$ cat src/rtl/load_store_unit_if.sv
// Shared memop type plus the request/response and data-bus bundle of the load/store unit.
// The slave modport is the LSU view; the master modport is the surrounding pipeline and memory.
package lsu_pkg;
  typedef enum logic [3:0] {
    memop_nop,
    l_byte,
    l_hword,
    l_word,
    l_ubyte,
    l_uhword,
    s_byte,
    s_hword,
    s_word
  } rv32_memop;
endpackage

interface load_store_unit_if;
  import lsu_pkg::*;

  logic        i_valid;
  logic        o_ready;
  rv32_memop   i_memop;
  logic [31:0] i_addr;
  logic [31:0] i_wdata;
  logic        o_valid;
  logic [31:0] o_rdata;
  logic        o_misaligned;
  logic        o_fault;
  logic        o_mem_req;
  logic        o_mem_we;
  logic [31:0] o_mem_addr;
  logic [3:0]  o_mem_be;
  logic [31:0] o_mem_wdata;
  logic        i_mem_ack;
  logic [31:0] i_mem_rdata;

  modport slave (
    input  i_valid, i_memop, i_addr, i_wdata, i_mem_ack, i_mem_rdata,
    output o_ready, o_valid, o_rdata, o_misaligned, o_fault,
           o_mem_req, o_mem_we, o_mem_addr, o_mem_be, o_mem_wdata
  );

  modport master (
    output i_valid, i_memop, i_addr, i_wdata, i_mem_ack, i_mem_rdata,
    input  o_ready, o_valid, o_rdata, o_misaligned, o_fault,
           o_mem_req, o_mem_we, o_mem_addr, o_mem_be, o_mem_wdata
  );
endinterface

$ cat src/rtl/load_store_unit.sv
// Memory-access stage: one req/ack data-bus transaction per decoded memop, with lane steering
// and load extension. Define LSU_BUS_TIMEOUT_EN to abort REQ after TIMEOUT_CYCLES with o_fault.
module load_store_unit
  import lsu_pkg::*;
#(
  parameter int TIMEOUT_CYCLES = 255
) (
  input logic            i_clk,
  input logic            i_rst,
  load_store_unit_if.slave lsu
);

  typedef enum logic [1:0] {IDLE, REQ, RESP} state_e;

  state_e      state_q, state_d;
  rv32_memop   memop_q, memop_d;
  logic [1:0]  off_q, off_d;
  logic        we_q, we_d;
  logic [31:0] addr_q, addr_d;
  logic [3:0]  be_q, be_d;
  logic [31:0] wdata_q, wdata_d;
  logic [31:0] rdata_q, rdata_d;
  logic        mis_q, mis_d;
  logic        fault_q, fault_d;
  logic        timeout;

  function automatic logic [3:0] lane_be(rv32_memop op, logic [1:0] off);
    unique case (op)
      l_byte, l_ubyte, s_byte:    return 4'b0001 << off;
      l_hword, l_uhword, s_hword: return 4'b0011 << off;
      l_word, s_word:             return 4'b1111;
      default:                    return 4'b0000;
    endcase
  endfunction

  function automatic logic [31:0] lane_wdata(rv32_memop op, logic [31:0] w);
    unique case (op)
      s_byte:  return {4{w[7:0]}};
      s_hword: return {2{w[15:0]}};
      default: return w;
    endcase
  endfunction

  function automatic logic is_misaligned(rv32_memop op, logic [1:0] off);
    unique case (op)
      l_hword, l_uhword, s_hword: return off[0];
      l_word, s_word:             return |off;
      default:                    return 1'b0;
    endcase
  endfunction

  function automatic logic [31:0] load_ext(rv32_memop op, logic [1:0] off, logic [31:0] w);
    logic [7:0]  b;
    logic [15:0] h;
    b = w[{off, 3'b000} +: 8];
    h = w[{off[1], 4'b0000} +: 16];
    unique case (op)
      l_byte:   return {{24{b[7]}}, b};
      l_ubyte:  return {24'b0, b};
      l_hword:  return {{16{h[15]}}, h};
      l_uhword: return {16'b0, h};
      l_word:   return w;
      default:  return 32'b0;
    endcase
  endfunction

`ifdef LSU_BUS_TIMEOUT_EN
  localparam int CntRaw = $clog2(TIMEOUT_CYCLES + 1);
  localparam int CntW   = (CntRaw < 8) ? 8 : ((CntRaw > 32) ? 32 : CntRaw);

  logic [CntW-1:0] cnt_q, cnt_d;

  // Counts elapsed REQ cycles; zero whenever the unit is outside REQ.
  always_comb begin
    cnt_d = (state_q == REQ) ? cnt_q + 1'b1 : '0;
  end

  always_ff @(posedge i_clk or posedge i_rst) begin
    if (i_rst) cnt_q <= '0;
    else       cnt_q <= cnt_d;
  end

  assign timeout = (cnt_q == CntW'(TIMEOUT_CYCLES - 1));
`else
  logic unused_timeout_cfg;
  assign unused_timeout_cfg = ^TIMEOUT_CYCLES;
  assign timeout            = 1'b0;
`endif

  // NOTE: every _d is given its hold value first so no path through the case infers a latch.
  always_comb begin
    state_d = state_q;
    memop_d = memop_q;
    off_d   = off_q;
    we_d    = we_q;
    addr_d  = addr_q;
    be_d    = be_q;
    wdata_d = wdata_q;
    rdata_d = rdata_q;
    mis_d   = mis_q;
    fault_d = fault_q;

    unique case (state_q)
      IDLE: begin
        if (lsu.i_valid) begin
          memop_d = lsu.i_memop;
          off_d   = lsu.i_addr[1:0];
          we_d    = lsu.i_memop inside {s_byte, s_hword, s_word};
          addr_d  = {lsu.i_addr[31:2], 2'b00};
          be_d    = lane_be(lsu.i_memop, lsu.i_addr[1:0]);
          wdata_d = lane_wdata(lsu.i_memop, lsu.i_wdata);
          rdata_d = 32'b0;
          mis_d   = is_misaligned(lsu.i_memop, lsu.i_addr[1:0]);
          fault_d = 1'b0;
          state_d = (lsu.i_memop == memop_nop || mis_d) ? RESP : REQ;
        end
      end
      REQ: begin
        // Ack is checked first so a same-cycle ack beats the timeout.
        if (lsu.i_mem_ack) begin
          rdata_d = load_ext(memop_q, off_q, lsu.i_mem_rdata);
          state_d = RESP;
        end else if (timeout) begin
          fault_d = 1'b1;
          state_d = RESP;
        end
      end
      RESP:    state_d = IDLE;
      default: state_d = IDLE;
    endcase
  end

  // NOTE: state registers use non-blocking assignments so all flops update from pre-edge values.
  always_ff @(posedge i_clk or posedge i_rst) begin
    if (i_rst) begin
      state_q <= IDLE;
      memop_q <= memop_nop;
      off_q   <= 2'b00;
      we_q    <= 1'b0;
      addr_q  <= 32'b0;
      be_q    <= 4'b0;
      wdata_q <= 32'b0;
      rdata_q <= 32'b0;
      mis_q   <= 1'b0;
      fault_q <= 1'b0;
    end else begin
      state_q <= state_d;
      memop_q <= memop_d;
      off_q   <= off_d;
      we_q    <= we_d;
      addr_q  <= addr_d;
      be_q    <= be_d;
      wdata_q <= wdata_d;
      rdata_q <= rdata_d;
      mis_q   <= mis_d;
      fault_q <= fault_d;
    end
  end

  // Request is decoded from state so an asynchronous reset drops it without a clock edge.
  assign lsu.o_ready      = (state_q == IDLE);
  assign lsu.o_mem_req    = (state_q == REQ);
  assign lsu.o_valid      = (state_q == RESP);
  assign lsu.o_misaligned = lsu.o_valid & mis_q;
  assign lsu.o_fault      = lsu.o_valid & fault_q;
  assign lsu.o_rdata      = rdata_q;
  assign lsu.o_mem_we     = we_q;
  assign lsu.o_mem_addr   = addr_q;
  assign lsu.o_mem_be     = be_q;
  assign lsu.o_mem_wdata  = wdata_q;

endmodule

$ cat src/flat_wrapper.sv
// flat-port wrapper written by rule: the top's interface ports become plain ports
module load_store_unit_flat import lsu_pkg::*;
#(
  parameter int TIMEOUT_CYCLES = 255
)
  (i_clk, i_rst, lsu_i_valid, lsu_i_memop, lsu_i_addr, lsu_i_wdata, lsu_i_mem_ack, lsu_i_mem_rdata, lsu_o_ready, lsu_o_valid, lsu_o_rdata, lsu_o_misaligned, lsu_o_fault, lsu_o_mem_req, lsu_o_mem_we, lsu_o_mem_addr, lsu_o_mem_be, lsu_o_mem_wdata);
  load_store_unit_if lsu_i ();
  input logic i_clk;
  input logic i_rst;
  input wire logic [$bits(lsu_i.i_valid)-1:0] lsu_i_valid;
  input wire logic [$bits(lsu_i.i_memop)-1:0] lsu_i_memop;
  input wire logic [$bits(lsu_i.i_addr)-1:0] lsu_i_addr;
  input wire logic [$bits(lsu_i.i_wdata)-1:0] lsu_i_wdata;
  input wire logic [$bits(lsu_i.i_mem_ack)-1:0] lsu_i_mem_ack;
  input wire logic [$bits(lsu_i.i_mem_rdata)-1:0] lsu_i_mem_rdata;
  output wire logic [$bits(lsu_i.o_ready)-1:0] lsu_o_ready;
  output wire logic [$bits(lsu_i.o_valid)-1:0] lsu_o_valid;
  output wire logic [$bits(lsu_i.o_rdata)-1:0] lsu_o_rdata;
  output wire logic [$bits(lsu_i.o_misaligned)-1:0] lsu_o_misaligned;
  output wire logic [$bits(lsu_i.o_fault)-1:0] lsu_o_fault;
  output wire logic [$bits(lsu_i.o_mem_req)-1:0] lsu_o_mem_req;
  output wire logic [$bits(lsu_i.o_mem_we)-1:0] lsu_o_mem_we;
  output wire logic [$bits(lsu_i.o_mem_addr)-1:0] lsu_o_mem_addr;
  output wire logic [$bits(lsu_i.o_mem_be)-1:0] lsu_o_mem_be;
  output wire logic [$bits(lsu_i.o_mem_wdata)-1:0] lsu_o_mem_wdata;
  assign lsu_i.i_valid = lsu_i_valid;
  assign lsu_i.i_memop = lsu_i_memop;
  assign lsu_i.i_addr = lsu_i_addr;
  assign lsu_i.i_wdata = lsu_i_wdata;
  assign lsu_i.i_mem_ack = lsu_i_mem_ack;
  assign lsu_i.i_mem_rdata = lsu_i_mem_rdata;
  assign lsu_o_ready = lsu_i.o_ready;
  assign lsu_o_valid = lsu_i.o_valid;
  assign lsu_o_rdata = lsu_i.o_rdata;
  assign lsu_o_misaligned = lsu_i.o_misaligned;
  assign lsu_o_fault = lsu_i.o_fault;
  assign lsu_o_mem_req = lsu_i.o_mem_req;
  assign lsu_o_mem_we = lsu_i.o_mem_we;
  assign lsu_o_mem_addr = lsu_i.o_mem_addr;
  assign lsu_o_mem_be = lsu_i.o_mem_be;
  assign lsu_o_mem_wdata = lsu_i.o_mem_wdata;
  load_store_unit #(.TIMEOUT_CYCLES(TIMEOUT_CYCLES)) u_core (.i_clk(i_clk), .i_rst(i_rst), .lsu(lsu_i));
endmodule
$ cat config.mk
export PLATFORM = sky130hd
export DESIGN_NAME = load_store_unit_flat
export DESIGN_NICKNAME = d
export VERILOG_FILES = /design/src/rtl/load_store_unit_if.sv /design/src/rtl/load_store_unit.sv /design/src/flat_wrapper.sv
export SDC_FILE = /design/constraint.sdc
export NUM_CORES = 1
export LEC_CHECK = 0
export ABC_AREA = 1
export BUFFER_PORTS_ARGS = -buffer_cell sky130_fd_sc_hd__buf_2
export CAP_MARGIN = 30
export CORE_MARGIN = 10
export CORE_UTILIZATION = 40
export CTS_BUF_LIST = sky130_fd_sc_hd__clkbuf_8
export CTS_CLUSTER_SIZE = 40
export DETAILED_ROUTE_END_ITERATION = 8
export HOLD_SLACK_MARGIN = 0.1
export PLACE_DENSITY = 0.75
export SLEW_MARGIN = 20
export SYNTH_ARGS = -nofsm -noshare
export SYNTH_HDL_FRONTEND = slang
export SYNTH_SLANG_ARGS = --single-unit
$ cat constraint.sdc
create_clock -name i_clk -period 4.06 [get_ports i_clk]
set_input_delay 0.609 -clock i_clk [delete_from_list [all_inputs] [get_ports i_clk]]
set_output_delay 0.609 -clock i_clk [all_outputs]
set_load 0.005 [all_outputs]
==> results.md <==
* Crit Path Category: register to register
* Average wire length per cell after detail routing at 15.7 um
* Aggregate negative setup slack at 0 ps
* Worst min-delay path class: primary input to asynchronous set/reset pin
* Insertion delay of the later-clocked pin in the worst-skew pair at 390 ps
* Worst setup EP type: register
* Maximum resistive drop on vdd at 0.342 mV
* Post-Synthesis Mean Instance Area at 7.55 um2
* Netlist area before placement at 5290 um2
* Asr flop ratio synth at 1.00
* Num rows at 41
* Yosys warns at 0
* Global-route wire length before repair at 27.0 mm
* Count of buffers from port buffering at 206
* Std-Cell Core Area at 12800 um2
* Max-cap violation count at 0
* Total grt overflow at 0
* Required time worst endpoint at 4380 ps
* CTS sink count at 108
* DRC violations left at 0
* Routed vias/inst at 4.83
* Type of origin of the critical path: register
* Multi-input combinational cell area at 2190 um2
* Layout Cells excl Fill at 1068
* Count of nets after finishing at 995
* Die Height at 135 um
* Number of nets with antenna violations after routing at 0
* Outcome: completed
* Number of buffers inserted by hold repair at cts at 0
* Total vias in the final route at 5162
* Part of the Yosys area used for sequential elements at 0.511
* Final worst clock skew at 12.9 ps
* Effective utilization at floorplan at 0.414
* Placer Congestion at 0.901
* Critical path arrival at 2450 ps
* Place WS at 1810 ps
* Critical Path Fanout Max at 54
* Ratio of total power to cell area at 649 nW/um2
* Number of buffers added by the clock tree synthesis step at 9
* Die W at 135 um
* Relative slew slack at 0.393
* I/O pin count at 210
* Clk buf depth at 2
* Library cell used as clock root buffer: sky130_fd_sc_hd__clkbuf_8
* Count of antenna diodes in the layout at 0
* Number of cells in the design after placement at 1051
* Fillcell total at 1268
* Worst Reg2Reg Path Length in Cells at 5
* Die Outline Area at 18200 um2
* CTS tree: yes
* Largest net degree at the start of global routing at 69
* Cell with the most instances after synthesis: sky130_fd_sc_hd__nand2_1
* Setup ws final at 1930 ps
* Leading cell types by total area after synthesis: sky130_fd_sc_hd__dfrtp_1 51%, sky130_fd_sc_hd__nand2_1 23%, sky130_fd_sc_hd__o21ai_1 3.2%, sky130_fd_sc_hd__inv_1 3.2%, sky130_fd_sc_hd__nand3_1 3.0%
* Synthesized netlist cell count at 700
* Vias in the first global route at 5277
* Final worst path period need at 2130 ps
* Final number of setup-violating endpoints at 0
* Fraction of layout instances using a drive strength above 1 at 0.282
* EDFF count, synth at 0
* Max-slew violation count at 0
* Synthesis-to-layout area growth at 25.0%
* Library cells used by synthesis at 29
* Area share of the largest cell type after synthesis at 0.511
* Final wirelength at 16.8 mm
* Post-cts resize count at 0
* Slew @ Worst Pin at 910 ps
* Max frequency at 0.468 GHz
* H-tree level count at 3
* Pre-antenna DRT Iters at 7
* Most used DFF post-synth: sky130_fd_sc_hd__dfrtp_1
* Most instantiated cells after synthesis: 320 x sky130_fd_sc_hd__nand2_1, 108 x sky130_fd_sc_hd__dfrtp_1, 45 x sky130_fd_sc_hd__inv_1
* Number of hold violations in the final report at 0
* Pleak at 0.00387 uW
* Number of antenna violations at the first check in global routing at 0
* Unrepaired setup endpoints after global routing: no
* Leading area contributor after synthesis: sky130_fd_sc_hd__dfrtp_1
* Area taken by flip-flops and latches at 2700 um2
* DRC violation total after the first TritonRoute iteration at 390
* Detailed placer's ending HPWL at 12.4 mm
* Final worst-path cycle share at 0.526
* GRT Resource Usage Total at 0.182
* Post-CTS setup-driven buffer insertion count at 0
* Clock slew seen by the registers of the worst setup and hold paths at 110 ps
* Number of storage elements in the synthesis netlist at 108
## cells by family after synthesis
kind of cell	count (synthesis)	share of synthesized area
other cells	1	0.000710
simple gates	409	0.313
buf+inv	88	0.0765
flops	108	0.511
compound gates	94	0.0983
## power by group
part | internal (uW) | switching [uW]
clock network | 296 | 409
registers | 1500 | 283
logic | 690 | 1110
## sequential cells by signal, indices dropped and copies added, names as in the netlist
name	cells
u_core.mis_q	1
u_core.lsu.o_mem_wdata	32
u_core.lsu.o_mem_addr	30
u_core.memop_q	4
u_core.off_q	2
u_core.lsu.o_mem_be	4
u_core.lsu.o_mem_we	1
u_core.lsu.o_rdata	32
u_core.state_q	2
## per-layer routing
layer,track usage,up-vias,share of wire
li1,-,2569,-
met3,0.0705,18,0.10
met5,0,-,0
met4,0.0616,0,0.016
met1,0.230,2363,0.43
met2,0.279,212,0.45
## through the flow
stage,util,hold slack (ps),power (uW),area (um2)
2_1_floorplan,-,472,2900,5290
3_3_place_gp,0.499,457,3580,6370
3_5_place_dp,0.499,459,3610,6370
4_1_cts,0.515,383,4330,6580
5_1_grt,0.517,187,4670,6610
6_report,0.517,181,4290,6610
## final cells by class
| class | count | share of cell area |
|---|---|---|
| clock buffers | 9 | 0.0188 |
| well taps | 172 | 0.0326 |
| inverters | 56 | 0.0322 |
| flip-flops and latches | 108 | 0.409 |
| clock inverters | 7 | 0.0129 |
| repair buffers | 210 | 0.164 |
| multi-input cells | 506 | 0.331 |
## placed cells by master (no fill, tap or decap)
cell,instances
sky130_fd_sc_hd__buf_2,206
sky130_fd_sc_hd__o21ai_0,19
sky130_fd_sc_hd__o21ai_2,1
sky130_fd_sc_hd__and2_1,2
sky130_fd_sc_hd__o22ai_1,8
sky130_fd_sc_hd__a21oi_1,21
sky130_fd_sc_hd__o21ai_1,34
sky130_fd_sc_hd__inv_1,45
sky130_fd_sc_hd__clkbuf_8,9
sky130_fd_sc_hd__a31oi_1,1
sky130_fd_sc_hd__nand2_4,2
sky130_fd_sc_hd__nand2_1,320
sky130_fd_sc_hd__buf_4,3
sky130_fd_sc_hd__nand3_1,32
sky130_fd_sc_hd__nand4_1,1
sky130_fd_sc_hd__a22oi_1,1
sky130_fd_sc_hd__nor2_2,4
sky130_fd_sc_hd__and3_1,1
sky130_fd_sc_hd__o211ai_1,8
sky130_fd_sc_hd__inv_6,3
sky130_fd_sc_hd__nor2_1,39
sky130_fd_sc_hd__nand2_2,4
sky130_fd_sc_hd__inv_4,1
sky130_fd_sc_hd__conb_1,3
sky130_fd_sc_hd__dfrtp_1,108
sky130_fd_sc_hd__nand3_4,1
sky130_fd_sc_hd__clkinv_4,1
sky130_fd_sc_hd__nand3_2,1
sky130_fd_sc_hd__nor2_4,2
sky130_fd_sc_hd__inv_2,11
sky130_fd_sc_hd__bufinv_16,1
sky130_fd_sc_hd__a21oi_4,1
sky130_fd_sc_hd__buf_16,1
sky130_fd_sc_hd__clkinv_8,1
## worst max-delay path, stage by stage, from the launching register on
cell,delay (ps)
sky130_fd_sc_hd__dfrtp_1,430
sky130_fd_sc_hd__nor2_2,180
sky130_fd_sc_hd__nand2_2,290
sky130_fd_sc_hd__inv_2,780
sky130_fd_sc_hd__nand2_1,190
sky130_fd_sc_hd__o22ai_1,190
## final timing paths
kind,startpoint,endpoint,slack (ps)
min reg2reg,u_core.lsu.o_rdata[7],u_core.lsu.o_rdata[7],480
min in group i_clk,lsu_i_addr[31],u_core.lsu.o_mem_addr[31],400
max,u_core.state_q[0],u_core.lsu.o_mem_be[3],1930
min,i_rst,u_core.lsu.o_rdata[26],180
max reg2reg,u_core.state_q[0],u_core.lsu.o_mem_be[3],1930
max in group asynchronous,i_rst,u_core.lsu.o_mem_wdata[27],2970
(Power assumes the default switching activity.)
